$ cat src/rtl/mem_bus_arbiter.sv
// Fetch/data port arbiter onto a single req/ack memory bus.
// Round-robin between ports, with a bounded wait for acknowledge.
module mem_bus_arbiter #(
    parameter int ADDR_W  = 27,
    parameter int DATA_W  = 32,
    parameter int TIMEOUT = 255
) (
    input  logic              clk,
    input  logic              reset,
    input  logic              i_start,
    input  logic [ADDR_W-1:0] i_addr,
    output logic [DATA_W-1:0] i_q,
    output logic              i_done,
    input  logic              d_start,
    input  logic [ADDR_W-1:0] d_addr,
    input  logic [DATA_W-1:0] d_data,
    input  logic              d_we,
    output logic [DATA_W-1:0] d_q,
    output logic              d_done,
    output logic              mem_req,
    output logic [ADDR_W-1:0] mem_addr,
    output logic [DATA_W-1:0] mem_wdata,
    output logic              mem_we,
    input  logic              mem_ack,
    input  logic [DATA_W-1:0] mem_rdata,
    output logic              bus_err
);

    typedef enum logic [1:0] {
        IDLE,
        GRANT,
        WAIT
    } state_t;

    state_t state;
    state_t state_nx;

    logic              i_pend;
    logic              d_pend;
    logic [ADDR_W-1:0] i_slot_addr;
    logic [ADDR_W-1:0] d_slot_addr;
    logic [DATA_W-1:0] d_slot_data;
    logic              d_slot_we;
    logic              sel_d;
    logic              last_d;
    logic [7:0]        cnt;

    logic pick_d;
    logic ack_ok;
    logic abort;
    logic fin;
    logic launch;

    always_comb begin
        pick_d   = d_pend && (!i_pend || !last_d);
        launch   = (state == IDLE) && (i_pend || d_pend);
        ack_ok   = (state == WAIT) && mem_ack;
        abort    = (state == WAIT) && !mem_ack && (cnt == 8'd1);
        fin      = ack_ok || abort;
        state_nx = state;
        unique case (state)
            IDLE:    if (launch) state_nx = GRANT;
            GRANT:   state_nx = WAIT;
            WAIT:    if (fin) state_nx = IDLE;
            default: state_nx = IDLE;
        endcase
    end

    always_ff @(posedge clk) begin
        if (reset) state <= IDLE;
        else       state <= state_nx;
    end

    always_ff @(posedge clk) begin
        if (reset) begin
            i_pend      <= 1'b0;
            d_pend      <= 1'b0;
            i_slot_addr <= '0;
            d_slot_addr <= '0;
            d_slot_data <= '0;
            d_slot_we   <= 1'b0;
            sel_d       <= 1'b0;
            last_d      <= 1'b1;
            cnt         <= '0;
            i_q         <= '0;
            d_q         <= '0;
            i_done      <= 1'b0;
            d_done      <= 1'b0;
            bus_err     <= 1'b0;
            mem_req     <= 1'b0;
            mem_addr    <= '0;
            mem_wdata   <= '0;
            mem_we      <= 1'b0;
        end else begin
            i_done  <= 1'b0;
            d_done  <= 1'b0;
            bus_err <= 1'b0;

            if (launch) begin
                sel_d   <= pick_d;
                mem_req <= 1'b1;
                if (pick_d) begin
                    mem_addr  <= d_slot_addr;
                    mem_wdata <= d_slot_data;
                    mem_we    <= d_slot_we;
                end else begin
                    mem_addr <= i_slot_addr;
                    mem_we   <= 1'b0;
                end
            end

            if (state == GRANT) cnt <= 8'(TIMEOUT);
            else if (state == WAIT && !fin) cnt <= cnt - 8'd1;

            // An abort returns zero so a stale value is never mistaken for data
            if (fin) begin
                mem_req <= 1'b0;
                mem_we  <= 1'b0;
                last_d  <= sel_d;
                bus_err <= abort;
                if (sel_d) begin
                    d_done <= 1'b1;
                    d_pend <= 1'b0;
                    if (!mem_we) d_q <= ack_ok ? mem_rdata : '0;
                end else begin
                    i_done <= 1'b1;
                    i_pend <= 1'b0;
                    i_q    <= ack_ok ? mem_rdata : '0;
                end
            end

            if (i_start && !i_pend) begin
                i_pend      <= 1'b1;
                i_slot_addr <= i_addr;
            end
            if (d_start && !d_pend) begin
                d_pend      <= 1'b1;
                d_slot_addr <= d_addr;
                d_slot_data <= d_data;
                d_slot_we   <= d_we;
            end
        end
    end

endmodule

$ cat config.mk
export PLATFORM = sky130hd
export DESIGN_NAME = mem_bus_arbiter
export DESIGN_NICKNAME = d
export VERILOG_FILES = /design/src/rtl/mem_bus_arbiter.sv
export SDC_FILE = /design/constraint.sdc
export NUM_CORES = 1
export LEC_CHECK = 0
export ABC_CLOCK_PERIOD_IN_PS = 1800
export BUFFER_PORTS_ARGS = -buffer_cell sky130_fd_sc_hd__buf_2
export CAP_MARGIN = 20
export CORE_MARGIN = 5
export CORE_UTILIZATION = 35
export CTS_BUF_LIST = sky130_fd_sc_hd__clkbuf_16
export DETAILED_ROUTE_END_ITERATION = 7
export GPL_TIMING_DRIVEN = 0
export HOLD_SLACK_MARGIN = 0.02
export PLACE_DENSITY_LB_ADDON = 0.08
export SLEW_MARGIN = 25
export SYNTH_ARGS = -nofsm -noshare
export SYNTH_HDL_FRONTEND = slang
export SYNTH_SLANG_ARGS = --single-unit
$ cat constraint.sdc
create_clock -name clk -period 1.8 [get_ports clk]
set_input_delay 0.36 -clock clk [delete_from_list [all_inputs] [get_ports clk]]
set_output_delay 0.36 -clock clk [all_outputs]
set_load 0.02 [all_outputs]
==> flow_summary.ini, run 1 <==
[final_layout]
drive_gt1_frac = 0.2858
area_delta_synth_final_pct = 32.34
nets = 1372
fillers = 2473
final_cell_area_um2 = 11030
final_util = 0.4700

[setup_path]
r2r_cells = 7
rrSetupSlack_ns = 0.003
worstPathArrival_ns = 2.21
crit_path_end = i_q[11]
worstSetupStartpointType = register
startpoint = cnt[1]
critical_path.max_fanout = 6
crit_path_end_kind = register
critPathKind = reg2reg
r2r_end = i_q[11]
required_ns = 2.21
rr_startpoint = cnt[1]

[floorplanning]
die_width_um = 164.3
num_io_pins = 252
core_area_um2 = 23470
dieArea_um2 = 27010
start_util = 0.3552
die_h_um = 164.3
num_rows = 56

[placement]
dpl-instance-area_um2 = 9987
hpwl_mm = 19.16
io_buffers = 250
dp_slack_ns = -0.2820
routabilityCongestion = 0.7667

[yosys]
avgSynthCellArea_um2 = 8.702
ys_warn_count = 0
yosysSeqAreaShare = 0.5499
synth_seq_cells = 229
netlist_instances = 958
synth_area_leaders = dfxtp_1, nand2_1, a21oi_1, a22o_1, mux2i_1
async_reset_ff_frac = 0
synth_edf_count = 0
synth_common_cells = nand2_1, dfxtp_1, a21oi_1, clkbuf_1, nor2_1
yosysTopAreaCell = dfxtp_1
synth.most_common_cell = nand2_1
synth_nets = 1084
ys_types = 43
synth_top_area_share = 0.5499
syn_area_um2 = 8337
synth_top_flop_cell = dfxtp_1

[power_and_ir_drop]
power.share.switching = 0.2676
p_leak_uw = 0.004677
switching_power_uw = 3186
pwr-share-seq = 0.461
ir_worst_vdd_uv = 575.6
p_clk_frac = 0.410
report.power.total_uw = 11910
p_int_uw = 8720
share_comb_of_total_power = 0.129
cellPowerDensity_nw_per_um2 = 1079

[sta]
fin_crit_ns = 1.797
hold_slack_ns = 0.07046
hold_viol = 0
slew_headroom = 0.4316
worstMarginPinSlew_ns = 0.8525
post-route-period-util = 0.9981
maxSlewViolCount = 0
fin_skew_ns = 0.008083
fin_ws_ns = 0.003341
rsz0062_at_grt = yes
clock.fmax_mhz = 556.6
setup_violations = 0

[routing]
vias = 7587
drt_iter0_drc = 334
routed_wl_mm = 26.44
viasPerCell = 4.793
ant_nets = 0
wl_per_cell_um = 16.70
drc = 0
drt_pass1_iterations = 4

[run]
cap_violations = 0

[clock_tree]
root_buffer = clkbuf_16
cts.sinks = 229
worstSkewPairLatency_ns = 0.52
cts_buffer_depth = 3
tritoncts = done
clkTransAtPathRegs_ns = 0.06
numCtsBuffers = 26
h-tree-depth = 1

[worst_hold_path]
hold_class = in2reg
min-delay-start = mem_rdata[12]
whs_path_depth = 2

[global_route]
antenna_found_initial = 4
grt_use_total = 0.1861
grt_max_degree = 13
grt_pass1_wl_mm = 40.23
gr-total-overflow = 0
first_global_vias = 7436

[run_status]
status = complete, no violations
[what timing repair did]
item                       in CTS  in global routing
gates resized for setup        12                 75
pin swaps                       1                  3
setup endpoints to repair      92                163
cloned                          0                  3
hold buffers                    0                  0
buffers inserted                0                  8
[worst max-delay path, stage by stage, from the launching register on]
cell       delay [ns]
dfxtp_2          0.33
inv_2            0.07
ha_4             0.13
nor3b_4          0.27
a21oi_4          0.11
o31a_4           0.43
clkbuf_16        0.18
a22o_1           0.17
[final cells by class]
cell class                 instances  area (um^2)  area share
inverter                           5        18.77    0.001701
sequential                       229         4587      0.4157
timing repair buffer             260         1351      0.1225
clock inverter                    18        101.3    0.009186
tap                              319        399.1     0.03618
buffer                            80        404.1     0.03663
clock buffer                      27        675.6     0.06124
multi-input combinational        644         3493      0.3166
antenna                            1        2.502   0.0002268
[routing by layer]
layer | part of all wire | vias up | GRT usage
li1 | - | 3868 | -
met1 | 0.45 | 3464 | 0.2481
met2 | 0.46 | 209 | 0.3052
met3 | 0.069 | 40 | 0.04542
met4 | 0.022 | 6 | 0.04384
met5 | 0.0012 | - | 0
[power by group through the flow]
stage | Clock, uW | Sequential [uW] | Combinational, uW
final | 4880 | 5490 | 1540
after global routing | 5230 | 5520 | 1700
after CTS | 5010 | 5490 | 1470
after detailed placement | 0 | 5590 | 1450
after global placement | 0 | 5590 | 1450
after floorplan | 0 | 5710 | 753
[layout by cell type (no fill, tap or decap), types with 22 or more instances in the layout]
master and n:
o31ai_1 22, a21oi_1 154, nor2_1 36, a211oi_1 32, buf_2 259, clkbuf_2 23, nand2_1 272, mux2i_1 27
dfxtp_1 227, a22o_1 32, clkbuf_16 28, clkbuf_1 36
[flip-flops by register name, indices dropped and copies added (netlist names), 2 cells and up]
register and flops:
state 2, mem_wdata 32, i_slot_addr 27, mem_addr 27, i_q 32, d_slot_data 32
cnt 8, d_q 32, d_slot_addr 27
[metrics by stage]
stage                     TNS [ns]  cells
final                            0   1583
after global routing        -1.172   1583
after CTS                        0   1572
after detailed placement    -28.32   1527
after global placement      -21.23   1527
after floorplan                  0    958
[worst min path at each step]
stage                      end  slack, ns
2_1_floorplan     mem_wdata[0]       0.43
3_3_place_gp     mem_wdata[20]       0.44
3_5_place_dp     mem_wdata[15]       0.44
4_1_cts                 i_q[4]       0.05
5_1_grt        i_slot_addr[17]       0.06
6_report               i_q[12]       0.07
[cells by family (layout without fill, tap and decap cells)]
| group | count (synthesis) | after routing | synth area share |
|---|---|---|---|
| and+or+nand+nor | 343 | 343 | 0.1655 |
| AOI/OAI and AO/OA | 270 | 271 | 0.2040 |
| DFF | 229 | 229 | 0.5499 |
| buffers and inverters | 86 | 390 | 0.04412 |
| muxes | 27 | 27 | 0.03242 |
| adders and majority gates | 2 | 2 | 0.003001 |
| xor gates and xnor gates | 1 | 1 | 0.001051 |
| other | 0 | 1 | 0 |
No activity file was read; power rests on OpenSTA's default activity.
==> run 2: changes to the inputs <==
Settings changed: CORE_UTILIZATION 35 to 46.
==> flow_summary.ini, run 2 (same netlist as run 1, synthesis figures left out) <==
[run_status]
status = complete, no violations

[sta]
rsz0062_at_grt = yes
setup_violations = 0
slew_headroom = 0.5150
maxSlewViolCount = 0
worstMarginPinSlew_ns = 0.7275
fin_tns_setup_ns = 0
fin_crit_ns = 1.782
hold_viol = 0
post-route-period-util = 0.9899
clock.fmax_mhz = 561.3
fin_skew_ns = 0.02326
hold_slack_ns = 0.06586

[power_and_ir_drop]
ir_worst_vdd_uv = 799.0
cellPowerDensity_nw_per_um2 = 1089
p_leak_uw = 0.004581
report.power.total_uw = 11720

[placement]
hpwl_mm = 17.63
routabilityCongestion = 0.8092
dpl.cell_count = 1437
io_buffers = 250

[setup_path]
required_ns = 2.20
crit_path_end_kind = register
crit_slowest_cell = o31a_4
max_stage_delay_ns = 0.44
critical_path.max_fanout = 5
worstPathArrival_ns = 2.19
critPathKind = reg2reg
worstSetupStartpointType = register
worstPathCellList = nor4_4 > a21oi_4 > o31a_4 > clkbuf_16 > a22o_1
rrSetupSlack_ns = 0.02

[routing]
drt_pass1_iterations = 5
wl_per_cell_um = 16.30
ant_nets = 0
drt_iter0_drc = 285
routed_wl_mm = 24.21
drc = 0
vias = 7603
viasPerCell = 5.120

[clock_tree]
worstSkewPairLatency_ns = 0.53
cts.sinks = 229
tritoncts = done
h-tree-depth = 1
cts_buffer_depth = 3
numCtsBuffers = 25
cts_hold_buffers = 0
clkTransAtPathRegs_ns = 0.06
root_buffer = clkbuf_16

[global_route]
grt_use_total = 0.2211
first_global_vias = 7128
grtUsageMet2 = 0.3716
gr-total-overflow = 0
grt_pass1_wl_mm = 37.16
grt.busiest_layer = met2
antenna_found_initial = 2
met1_usage = 0.2896
grt_max_degree = 14
grtUsageMet3 = 0.04960

[final_layout]
drive_gt1_frac = 0.2671
nets = 1366
multi_input_area_um2 = 3423
fin_cells = 1485
final_common_cell = nand2_1
mostFrequentLayoutCells = nand2_1, buf_2, dfxtp_1, a21oi_1, clkbuf_1
area_delta_synth_final_pct = 29.10
seq_area_um2 = 4591
fillers = 1670

[floorplanning]
num_rows = 49
start_util = 0.4657
die_h_um = 144.6
core_area_um2 = 17900
dieArea_um2 = 20920
num_io_pins = 252
die_width_um = 144.6

[worst_hold_path]
hold_class = in2reg

[run]
cap_violations = 0
[run 2: cell types whose count changed in the layout (fill, tap and decap cells not counted), sizes merged]
cell | previous run | this run
diode | 1 | 2
a21oi | 156 | 155
clkbuf | 91 | 88
buf | 276 | 273
clkinv | 8 | 7
clkinvlp | 0 | 1
inv | 14 | 11
bufinv | 1 | 2
[run 2: worst paths after layout]
path / to / cells past startpoint / from
worst max-delay path: i_q[28] / 5 / cnt[3]
worst min-delay path: i_q[5] / 2 / mem_rdata[5]
worst max register to register: i_q[28] / 5 / cnt[3]
worst min register to register: mem_wdata[5] / 2 / d_slot_data[5]
[run 2: what timing repair did]
action                     in CTS  in global routing
setup endpoints to repair      65                124
pin swaps                       1                  3
cloned                          0                  1
resized for setup               8                 38
buffers inserted                1                  4
[run 2: final cells by class]
class	instances	area share
antenna	2	0.0004650
clock inverter	16	0.01139
multi-input combinational	643	0.3181
timing repair buffer	256	0.1221
buffer	80	0.03499
clock buffer	25	0.05813
sequential	229	0.4265
inverter	5	0.001744
tap	229	0.02662
[run 2: power breakdown]
group	internal (uW)	total (uW)	switching [uW]
combinational	536	1460	922
sequential	5330	5500	162
clock	2780	4760	1990
[run 2: metrics by stage]
step | utilization | setup slack [ns] | instance area (um^2)
global route | 0.6011 | -0.01544 | 10760
CTS | 0.5951 | 0.03288 | 10650
global placement | 0.5516 | -0.2087 | 9874
finish | 0.6012 | 0.01827 | 10760
floorplan | - | 0.1205 | 8337
detailed placement | 0.5516 | -0.1705 | 9874
[run 2: worst max-delay path, delay by kind of cell, from the launching register on]
family                 cells  cell delay, ns
flip-flops                 1            0.35
AND/OR/NAND/NOR            1            0.41
buffers and inverters      1            0.18
AO/OA/AOI/OAI              3            0.74
[run 2: routing by layer]
layer  wire, um  vias to the layer above
li1           -                     3847
met1      10490                     3472
met2      11270                      245
met3       1974                       37
met4        465                        2
met5         13                        -
